### src/rtl/debug_controller_if.sv
// UART-side handshake bundle between the debug controller (master) and the
// UART receiver/transmitter pair (slave).
interface debug_controller_if #(
  parameter int N_BITS = 8
);
  logic              rx_done_tick_i;
  logic [N_BITS-1:0] rx_data_i;
  logic              tx_done_tick_i;
  logic              tx_start_o;
  logic [N_BITS-1:0] tx_data_o;

  modport master (
    input  rx_done_tick_i,
    input  rx_data_i,
    input  tx_done_tick_i,
    output tx_start_o,
    output tx_data_o
  );

  modport slave (
    output rx_done_tick_i,
    output rx_data_i,
    output tx_done_tick_i,
    input  tx_start_o,
    input  tx_data_o
  );
endinterface

### src/rtl/debug_controller.sv
// Debug sequencer between the UART pair and the MIPS pipeline.
// It assembles received bytes into instruction words and writes them to
// instruction memory. It then gates the pipeline enable for run or single-step
// commands. After each run or step it streams PC, cycle count and all 32
// registers back out, MSB first.
module debug_controller #(
  parameter int                NB_DATA      = 32,
  parameter int                ADDR_W       = 7,
  parameter int                N_BITS       = 8,
  parameter logic [NB_DATA-1:0] HALT_WORD   = 32'hFFFFFFFF,
  parameter int                DRAIN_CYCLES = 4,
  parameter logic [N_BITS-1:0] CMD_RUN      = 8'h43,
  parameter logic [N_BITS-1:0] CMD_STEP     = 8'h53
) (
  input  logic                 clock,
  input  logic                 reset,
  debug_controller_if.master   uart,
  output logic                 inst_wr_en_o,
  output logic [ADDR_W-1:0]    inst_wr_addr_o,
  output logic [NB_DATA-1:0]   inst_wr_data_o,
  input  logic                 halt_i,
  input  logic [ADDR_W-1:0]    pc_i,
  output logic [4:0]           dbg_reg_addr_o,
  input  logic [NB_DATA-1:0]   reg_data_i,
  output logic                 en_pipeline_o,
  output logic                 program_loaded_o,
  output logic                 halted_o,
  output logic [3:0]           state_o
);

  typedef enum logic [3:0] {
    LOAD     = 4'd0,
    WRITE    = 4'd1,
    WAIT_CMD = 4'd2,
    RUN      = 4'd3,
    DRAIN    = 4'd4,
    STEP     = 4'd5,
    DUMP_PC  = 4'd6,
    DUMP_CNT = 4'd7,
    DUMP_REG = 4'd8,
    FINISHED = 4'd9
  } state_t;

  localparam logic [ADDR_W-1:0] LAST_ADDR  = ADDR_W'((2 ** ADDR_W) - 4);
  localparam logic [ADDR_W-1:0] ADDR_STEP  = ADDR_W'(4);
  localparam logic [7:0]        DRAIN_LAST = 8'(DRAIN_CYCLES - 1);
  localparam logic [4:0]        LAST_REG   = 5'd31;

  state_t                       state_r;
  // Only the first three bytes need storing; the fourth goes straight to memory.
  logic [NB_DATA-N_BITS-1:0]    word_r;
  logic [1:0]                   rx_cnt_r;
  logic [ADDR_W-1:0]            addr_r;
  logic [31:0]                  cycle_cnt_r;
  logic [7:0]                   drain_cnt_r;
  logic [NB_DATA-1:0]           tx_shift_r;
  logic [1:0]                   tx_byte_r;
  logic                         tx_busy_r;
  logic                         reg_load_r;

  logic                         dump_state_s;
  logic                         byte_done_s;
  logic                         field_done_s;
  logic [NB_DATA-1:0]           pc_ext_s;

  assign state_o      = state_r;
  assign dump_state_s = (state_r == DUMP_PC) || (state_r == DUMP_CNT) || (state_r == DUMP_REG);
  // A done tick only counts while a byte is outstanding.
  assign byte_done_s  = tx_busy_r && uart.tx_done_tick_i;
  assign field_done_s = byte_done_s && (tx_byte_r == 2'd3);
  assign pc_ext_s     = {{(NB_DATA-ADDR_W){1'b0}}, pc_i};

  // Free-running count of enabled pipeline cycles; only reset clears it.
  always_ff @(posedge clock or negedge reset) begin
    if (!reset) begin
      cycle_cnt_r <= 32'd0;
    end else begin
      cycle_cnt_r <= cycle_cnt_r + {31'd0, en_pipeline_o};
    end
  end

  // Main sequencer: load, command decode, pipeline gating and dump streaming.
  always_ff @(posedge clock or negedge reset) begin
    if (!reset) begin
      state_r          <= LOAD;
      word_r           <= '0;
      rx_cnt_r         <= 2'd0;
      addr_r           <= '0;
      drain_cnt_r      <= 8'd0;
      tx_shift_r       <= '0;
      tx_byte_r        <= 2'd0;
      tx_busy_r        <= 1'b0;
      reg_load_r       <= 1'b0;
      uart.tx_start_o  <= 1'b0;
      uart.tx_data_o   <= '0;
      inst_wr_en_o     <= 1'b0;
      inst_wr_addr_o   <= '0;
      inst_wr_data_o   <= '0;
      dbg_reg_addr_o   <= 5'd0;
      en_pipeline_o    <= 1'b0;
      program_loaded_o <= 1'b0;
      halted_o         <= 1'b0;
    end else begin
      uart.tx_start_o <= 1'b0;

      // Byte-slot engine shared by the three dump states. The case below
      // overrides the shift register when a whole field has gone out.
      if (dump_state_s) begin
        if (byte_done_s) begin
          tx_busy_r  <= 1'b0;
          tx_shift_r <= tx_shift_r << N_BITS;
          tx_byte_r  <= tx_byte_r + 2'd1;
        end else if (!tx_busy_r && !reg_load_r) begin
          uart.tx_start_o <= 1'b1;
          uart.tx_data_o  <= tx_shift_r[NB_DATA-1 -: N_BITS];
          tx_busy_r       <= 1'b1;
        end
      end

      case (state_r)
        LOAD: begin
          if (uart.rx_done_tick_i) begin
            word_r   <= {word_r[NB_DATA-2*N_BITS-1:0], uart.rx_data_i};
            rx_cnt_r <= rx_cnt_r + 2'd1;
            if (rx_cnt_r == 2'd3) begin
              inst_wr_en_o   <= 1'b1;
              inst_wr_addr_o <= addr_r;
              inst_wr_data_o <= {word_r, uart.rx_data_i};
              state_r        <= WRITE;
            end
          end
        end

        WRITE: begin
          inst_wr_en_o <= 1'b0;
          addr_r       <= addr_r + ADDR_STEP;
          // The halt word itself is still written; loading stops afterwards.
          if ((inst_wr_data_o == HALT_WORD) || (inst_wr_addr_o == LAST_ADDR)) begin
            program_loaded_o <= 1'b1;
            state_r          <= WAIT_CMD;
          end else begin
            state_r <= LOAD;
          end
        end

        WAIT_CMD: begin
          if (uart.rx_done_tick_i) begin
            if (uart.rx_data_i == CMD_RUN) begin
              en_pipeline_o <= 1'b1;
              state_r       <= RUN;
            end else if (uart.rx_data_i == CMD_STEP) begin
              en_pipeline_o <= 1'b1;
              state_r       <= STEP;
            end else begin
              state_r <= WAIT_CMD;
            end
          end
        end

        RUN: begin
          // The halt cycle itself is enabled, then the pipeline drains.
          if (halt_i) begin
            drain_cnt_r <= 8'd0;
            state_r     <= DRAIN;
          end
        end

        DRAIN: begin
          if (drain_cnt_r == DRAIN_LAST) begin
            en_pipeline_o <= 1'b0;
            halted_o      <= 1'b1;
            tx_shift_r    <= pc_ext_s;
            tx_byte_r     <= 2'd0;
            reg_load_r    <= 1'b0;
            state_r       <= DUMP_PC;
          end else begin
            drain_cnt_r <= drain_cnt_r + 8'd1;
          end
        end

        STEP: begin
          if (halt_i) begin
            drain_cnt_r <= 8'd0;
            state_r     <= DRAIN;
          end else begin
            en_pipeline_o <= 1'b0;
            tx_shift_r    <= pc_ext_s;
            tx_byte_r     <= 2'd0;
            reg_load_r    <= 1'b0;
            state_r       <= DUMP_PC;
          end
        end

        DUMP_PC: begin
          if (field_done_s) begin
            tx_shift_r <= cycle_cnt_r;
            state_r    <= DUMP_CNT;
          end
        end

        DUMP_CNT: begin
          // Present register 0's address now; its data is sampled next cycle.
          if (field_done_s) begin
            dbg_reg_addr_o <= 5'd0;
            reg_load_r     <= 1'b1;
            state_r        <= DUMP_REG;
          end
        end

        DUMP_REG: begin
          if (reg_load_r) begin
            tx_shift_r <= reg_data_i;
            reg_load_r <= 1'b0;
          end else if (field_done_s) begin
            if (dbg_reg_addr_o == LAST_REG) begin
              dbg_reg_addr_o <= 5'd0;
              state_r        <= halted_o ? FINISHED : WAIT_CMD;
            end else begin
              dbg_reg_addr_o <= dbg_reg_addr_o + 5'd1;
              reg_load_r     <= 1'b1;
            end
          end
        end

        FINISHED: begin
          state_r <= FINISHED;
        end

        default: begin
          state_r <= LOAD;
        end
      endcase
    end
  end

endmodule

### src/flat_wrapper.sv
// flat-port wrapper written by rule: the top's interface ports become plain ports
module debug_controller_flat 
#(
  parameter int                NB_DATA      = 32,
  parameter int                ADDR_W       = 7,
  parameter int                N_BITS       = 8,
  parameter logic [NB_DATA-1:0] HALT_WORD   = 32'hFFFFFFFF,
  parameter int                DRAIN_CYCLES = 4,
  parameter logic [N_BITS-1:0] CMD_RUN      = 8'h43,
  parameter logic [N_BITS-1:0] CMD_STEP     = 8'h53
)
  (clock, reset, inst_wr_en_o, inst_wr_addr_o, inst_wr_data_o, halt_i, pc_i, dbg_reg_addr_o, reg_data_i, en_pipeline_o, program_loaded_o, halted_o, state_o, uart_rx_done_tick_i, uart_rx_data_i, uart_tx_done_tick_i, uart_tx_start_o, uart_tx_data_o);
  debug_controller_if #(.N_BITS(N_BITS)) uart_i ();
  input  logic clock;
  input  logic reset;
  output logic inst_wr_en_o;
  output logic [ADDR_W-1:0] inst_wr_addr_o;
  output logic [NB_DATA-1:0] inst_wr_data_o;
  input  logic halt_i;
  input  logic [ADDR_W-1:0] pc_i;
  output logic [4:0] dbg_reg_addr_o;
  input  logic [NB_DATA-1:0] reg_data_i;
  output logic en_pipeline_o;
  output logic program_loaded_o;
  output logic halted_o;
  output logic [3:0] state_o;
  input wire logic [$bits(uart_i.rx_done_tick_i)-1:0] uart_rx_done_tick_i;
  input wire logic [$bits(uart_i.rx_data_i)-1:0] uart_rx_data_i;
  input wire logic [$bits(uart_i.tx_done_tick_i)-1:0] uart_tx_done_tick_i;
  output wire logic [$bits(uart_i.tx_start_o)-1:0] uart_tx_start_o;
  output wire logic [$bits(uart_i.tx_data_o)-1:0] uart_tx_data_o;
  assign uart_i.rx_done_tick_i = uart_rx_done_tick_i;
  assign uart_i.rx_data_i = uart_rx_data_i;
  assign uart_i.tx_done_tick_i = uart_tx_done_tick_i;
  assign uart_tx_start_o = uart_i.tx_start_o;
  assign uart_tx_data_o = uart_i.tx_data_o;
  debug_controller #(.NB_DATA(NB_DATA), .ADDR_W(ADDR_W), .N_BITS(N_BITS), .HALT_WORD(HALT_WORD), .DRAIN_CYCLES(DRAIN_CYCLES), .CMD_RUN(CMD_RUN), .CMD_STEP(CMD_STEP)) u_core (.clock(clock), .reset(reset), .uart(uart_i), .inst_wr_en_o(inst_wr_en_o), .inst_wr_addr_o(inst_wr_addr_o), .inst_wr_data_o(inst_wr_data_o), .halt_i(halt_i), .pc_i(pc_i), .dbg_reg_addr_o(dbg_reg_addr_o), .reg_data_i(reg_data_i), .en_pipeline_o(en_pipeline_o), .program_loaded_o(program_loaded_o), .halted_o(halted_o), .state_o(state_o));
endmodule
### config.mk
export PLATFORM = sky130hd
export DESIGN_NAME = debug_controller_flat
export DESIGN_NICKNAME = d
export VERILOG_FILES = /design/src/rtl/debug_controller_if.sv /design/src/rtl/debug_controller.sv /design/src/flat_wrapper.sv
export SDC_FILE = /design/constraint.sdc
export NUM_CORES = 1
export LEC_CHECK = 0
export CORE_UTILIZATION = 57
export CTS_CLUSTER_DIAMETER = 120
export DETAILED_ROUTE_END_ITERATION = 10
export HOLD_SLACK_MARGIN = 0.06
export PLACE_DENSITY = 0.79
export SLEW_MARGIN = 20
export SYNTH_ARGS = -nofsm -noshare
export SYNTH_HDL_FRONTEND = slang
export SYNTH_SLANG_ARGS = --single-unit
export TNS_END_PERCENT = 1
### constraint.sdc
create_clock -name clock -period 4.75 [get_ports clock]
set_input_delay 1.1875 -clock clock [delete_from_list [all_inputs] [get_ports clock]]
set_output_delay 1.1875 -clock clock [all_outputs]
set_load 0.02 [all_outputs]
# Word-level counts from Yosys, hierarchy flattened
# Cells that the tools add are included.
[classes] bitwise_logic=1 n_reduce_logical=28 n_mux=55 n_addsub=6 n_lt_le_gt_ge=0 shifts=0 n_eq_ne=31 multipliers=0 div_mod_pow=0
[op_table] op="two-way mux 32 bit" n=6
[op_table] op="case mux 32 bit (4 select lines)" n=1
[op_table] op="two-way mux 4 bit" n=12
[op_table] op="case mux 4 bit (10 select lines)" n=1
[op_table] op="adder 32 x 1 -> 32 bit" n=1
[op_table] op="equality test 32 bit (second input constant)" n=1
[op_table] op="two-way mux 5 bit" n=4
[op_table] op="equality test 4 x 3 -> 1 bit (second input constant)" n=4
[op_table] op="equality test 8 x 7 -> 1 bit (second input constant)" n=2
[op_table] op="two-way mux 1 bit" n=16
[op_table] op="two-way mux 8 bit" n=2
[op_table] op="case mux 8 bit (2 select lines)" n=1
[op_table] op="!= test 2 bit (second input constant)" n=7
[op_table] op="two-way mux 2 bit" n=6
[op_table] op="!= test 2 x 1 -> 1 bit (second input constant)" n=6
[op_table] op="AND reduction 3 bit" n=4
[op_table] op="case mux 5 bit (2 select lines)" n=1
[op_table] op="AND reduction 10 bit" n=1
[op_table] op="adder 8 x 1 -> 8 bit (second input constant)" n=1
[op_table] op="equality test 4 x 2 -> 1 bit (second input constant)" n=2
[op_table] op="equality test 4 bit (second input constant)" n=2
[op_table] op="equality test 8 x 2 -> 1 bit (second input constant)" n=1
[op_table] op="AND reduction 2 bit" n=4
[op_table] op="AND reduction 4 bit" n=2
[op_table] op="other kinds (23)" n=33
[word_totals] ff_bits=170 mem_bits_ro=0 inputBits=52 mem_bits_rw=0 mem_count=0 latch_bits=0

# Depth between registers and ports, before layout
[depth] ltp_word=6 depth_mapped=8 ltp_nobuf=7

# Worst setup path before layout
# No wires, ideal clock.
[synth_timing] path_type="input -> register" startpoint="input halt_i" endpoint="register u_core.tx_shift_r[11]" n_path_buf=1 required_ps=4620 path_slack_ps=2445 arrival_time_ps=2175 path_stages=5 setup_time_ps=130 cell_sequence="nand2b_1 nor3_1 nand2b_1 clkbuf_2 o21ai_0"
[synth_via] elab_chain_len=2
[synth_lines] item="start: declaration" line="flat_wrapper.sv:19" source="input logic halt_i;"
[synth_lines] item="two-way mux 32 bit" line="debug_controller.sv:182" source="if (halt_i) begin"
[synth_lines] item="case mux 32 bit (4 select lines)" line="debug_controller.sv:120" source="case (state_r)"
[synth_lines] item="end signal: assignment" line="debug_controller.sv:111" source="tx_shift_r <= tx_shift_r << N_BITS;"
[synth_lines] item="end signal: assignment" line="debug_controller.sv:187" source="tx_shift_r <= pc_ext_s;"
[synth_lines] item="end signal: assignment" line="debug_controller.sv:196" source="tx_shift_r <= cycle_cnt_r;"
[synth_lines] item="end: declaration" line="debug_controller.sv:56" source="logic [NB_DATA-1:0] tx_shift_r;"
# No other way between the ends.
# A chain may end at the register's enable or synchronous reset.

# Worst setup path after layout
[layout_timing] startpoint="register u_core.state_r[1] (netlist: u_core.state_o[1])" endpoint="output state_o[1]"
[layout_rtl] item="start: declaration" line="debug_controller.sv:49" source="state_t state_r;"
[layout_rtl] item="start signal: assignment" line="debug_controller.sv:217" source="state_r <= halted_o ? FINISHED : WAIT_CMD;"
[layout_rtl] item="end: declaration" line="flat_wrapper.sv:26" source="output logic [3:0] state_o;"
# No word-level cell between the ends.

==> impl_metrics.env <==
export IMPL_holdPathStages=1
export IMPL_power_switching_mw=1.52
export IMPL_hp_class="flip-flop to flip-flop"
export IMPL_leakagePower_nw=4.03
export IMPL_synth_ff_type="dfrtp_1"
export IMPL_regToRegSetupSlack_ns=1.77
export IMPL_avgSynthCellArea_um2=12.1
export IMPL_die_x_um=117
export IMPL_grt_pass1_wl_mm=28.3
export IMPL_io_pins=113
export IMPL_yosysTopAreaCellShare=0.549
export IMPL_yosysUniqueCellTypes=67
export IMPL_cpMaxStageDelayCell="dfrtp_1"
export IMPL_grt_max_degree=90
export IMPL_grt_use_total=0.277
export IMPL_gr_total_overflow=0
export IMPL_ir_drop_uv=434
export IMPL_swShare=0.306
export IMPL_antenna_found_initial=0
export IMPL_cts_setup_buffers=0
export IMPL_min_from="u_core.program_loaded_o"
export IMPL_crit_path_max_fanout=26
export IMPL_place_congestion=0.849
export IMPL_clockBufferDepth=2
export IMPL_async_flop_share=1.00
export IMPL_drtIter0Drc=438
export IMPL_numCtsBuffers=17
export IMPL_tightest_slew_ns=1.02
export IMPL_cap_violations=0
export IMPL_holdPathEnd="u_core.program_loaded_o"
export IMPL_die_area_um2=13700
export IMPL_max_slew_margin=0.316
export IMPL_ys_top_cells_by_area="dfrtp_1 55%, mux2_2 10%, mux2i_1 3.3%, a22oi_1 2.5%, xnor2_1 2.4%"
export IMPL_numPortBuffers=110
export IMPL_n_antenna_cell=0
export IMPL_final_common_cell="dfrtp_1"
export IMPL_crit_family="flip-flops"
export IMPL_cts_hold_buffers_added=0
export IMPL_dp_hpwl_mm=12.0
export IMPL_drc=0
export IMPL_rows=41
export IMPL_clock_root_buffer="clkbuf_16"
export IMPL_drt_total_wl_mm=17.7
export IMPL_ant_nets=0
export IMPL_finalCriticalPeriod_ns=3.38
export IMPL_path_buf_inv=1
export IMPL_clock_power_share=0.302
export IMPL_postCtsResizedCells=0
export IMPL_syn_area_um2=7570
export IMPL_reg2reg_depth=5
export IMPL_yosysWarnings=0
export IMPL_nets=792
export IMPL_worst_setup_path_start_kind="flip-flop"
export IMPL_vias_per_cell=6.06
export IMPL_worstPathRequired_ns=3.56
export IMPL_tns_ns=0
export IMPL_max_stage_delay_ns=1.00
export IMPL_clk_latency_ns=0.42
export IMPL_cts_tree="built"
export IMPL_hold_viol_final=0
export IMPL_grt_pass1_vias=5491
export IMPL_synth_seq_cells=166
export IMPL_synth_edf_count=0
export IMPL_cp_cell_sequence="clkdlybuf4s50_1"
export IMPL_post_drt_wl_per_cell_um=19.3
export IMPL_area_delta_synth_final_pct=25.0
export IMPL_yosys_area_top_type="dfrtp_1"
export IMPL_crit_type="flip-flop to output port"
export IMPL_rsz0062_at_grt="false"
export IMPL_combPwrFrac=0.283
export IMPL_cts_sinks=166
export IMPL_powerDensity_nw_per_um2=526
export IMPL_intPower_mw=3.45
export IMPL_die_height_um=117
export IMPL_seq_power_share=0.415
export IMPL_endpoint_kind="output port"
export IMPL_cts_htree_levels=4
export IMPL_dr_pass1_iters=5
export IMPL_post_route_util=0.741
export IMPL_clock_skew_ns=0.00559
export IMPL_timing_hold_ws_ns=0.474
export IMPL_n_fill_cell=853
export IMPL_cp_arrival_ns=2.19
export IMPL_ys_seq_area_frac=0.549
export IMPL_fin_crit_sh=0.711
export IMPL_r2r_end="u_core.tx_shift_r[2]"
export IMPL_synth_cells=623
export IMPL_status="completed"
export IMPL_setup_violations=0
export IMPL_initial_core_util=0.592
export IMPL_fp_coreArea_um2=12800
export IMPL_drive_above_1_share=0.164
export IMPL_finalMaxSlewViolations=0
export IMPL_clkSlewWorstSetupHoldPaths_ns=0.06
export IMPL_via_count=5547
export IMPL_mostFrequentLayoutCells="166 x dfrtp_1, 109 x clkdlybuf4s50_1, 68 x mux2_2, 28 x nand2_1, 28 x o21ai_0"
export IMPL_rr_startpoint="u_core.state_o[1]"
export IMPL_timing_fmax_mhz=296
layout make-up:
class                   count  area, um^2  share of cell area
clock buffers              20         447              0.0472
clock inverters            11         196              0.0208
inverters                  12        45.0             0.00476
multi-input cells         418        3230               0.341
flip-flops and latches    166        4150               0.439
well taps                 172         215              0.0228
repair buffers            117        1170               0.124
state kept, by name, indices dropped and copies added (netlist names), 4 cells and up:
signal,cells
u_core.inst_wr_addr_o,5
u_core.inst_wr_data_o,32
u_core.cycle_cnt_r,32
u_core.dbg_reg_addr_o,5
u_core.drain_cnt_r,8
u_core.word_r,24
u_core.tx_shift_r,32
u_core.state_o,4
u_core.addr_r,5
u_core.uart.tx_data_o,8
worst max path at each step:
stage	startpoint	end	slack (ns)	cells past startpoint
6_report	u_core.state_o[1]	state_o[1]	1.37	1
3_3_place_gp	halt_i	u_core.tx_shift_r[8]	1.40	5
5_1_grt	u_core.state_o[1]	state_o[1]	1.29	1
2_1_floorplan	halt_i	u_core.tx_shift_r[11]	2.44	5
4_1_cts	u_core.state_o[1]	state_o[1]	1.37	1
3_5_place_dp	uart_tx_done_tick_i	u_core.tx_shift_r[1]	1.28	6
per-stage QoR:
step / total power [mW] / setup WS [ns] / area, um^2 / cells
detailed placement: 3.48 / 1.28 / 8800 / 884
floorplan: 2.86 / 2.44 / 7570 / 624
global route: 5.21 / 1.29 / 9460 / 916
finish: 4.97 / 1.37 / 9460 / 916
CTS: 5.00 / 1.37 / 9440 / 915
global placement: 3.42 / 1.40 / 8800 / 884
power groups by stage:
stage | clock network, mW | registers (mW) | logic (mW)
after floorplan | 0 | 2.18 | 0.676
after global placement | 0 | 2.06 | 1.36
final | 1.50 | 2.07 | 1.41
after global routing | 1.58 | 2.11 | 1.51
after CTS | 1.52 | 2.06 | 1.42
after detailed placement | 0 | 2.08 | 1.40
synthesized netlist by cell type, types with 11 or more instances:
library cell	instances
and3_1	11
mux2_2	68
inv_1	12
nand3_1	24
nand4_1	16
o21ai_1	20
a22oi_1	25
buf_2	17
o21ai_0	28
xor2_1	16
xnor2_1	21
nor2_1	22
nand2_1	28
dfrtp_1	166
mux2i_1	25
routing by layer:
metal,global-route usage,part of all wire
met5,0,0
met2,0.456,0.49
met4,0.104,0.026
met3,0.0618,0.054
met1,0.359,0.43
worst reg2reg max path, cell delays in order, from the launching register on:
cell     delay (ns)
dfrtp_1        0.75
nor4b_4        0.63
a21oi_2        0.09
nor2_4         0.82
nor3b_4        0.16
a221o_1        0.40
kinds of logic after synthesis:
logic type                 count (synthesis)  synth area share
AOI/OAI and AO/OA                        128             0.118
xor gates and xnor gates                  37            0.0428
adders and majority gates                  8            0.0132
buffers and inverters                     40            0.0260
DFF                                      166             0.549
muxes                                     95             0.137
other                                      1          0.000496
and+or+nand+nor                          148             0.113
Power figures use the tool's default switching activity.
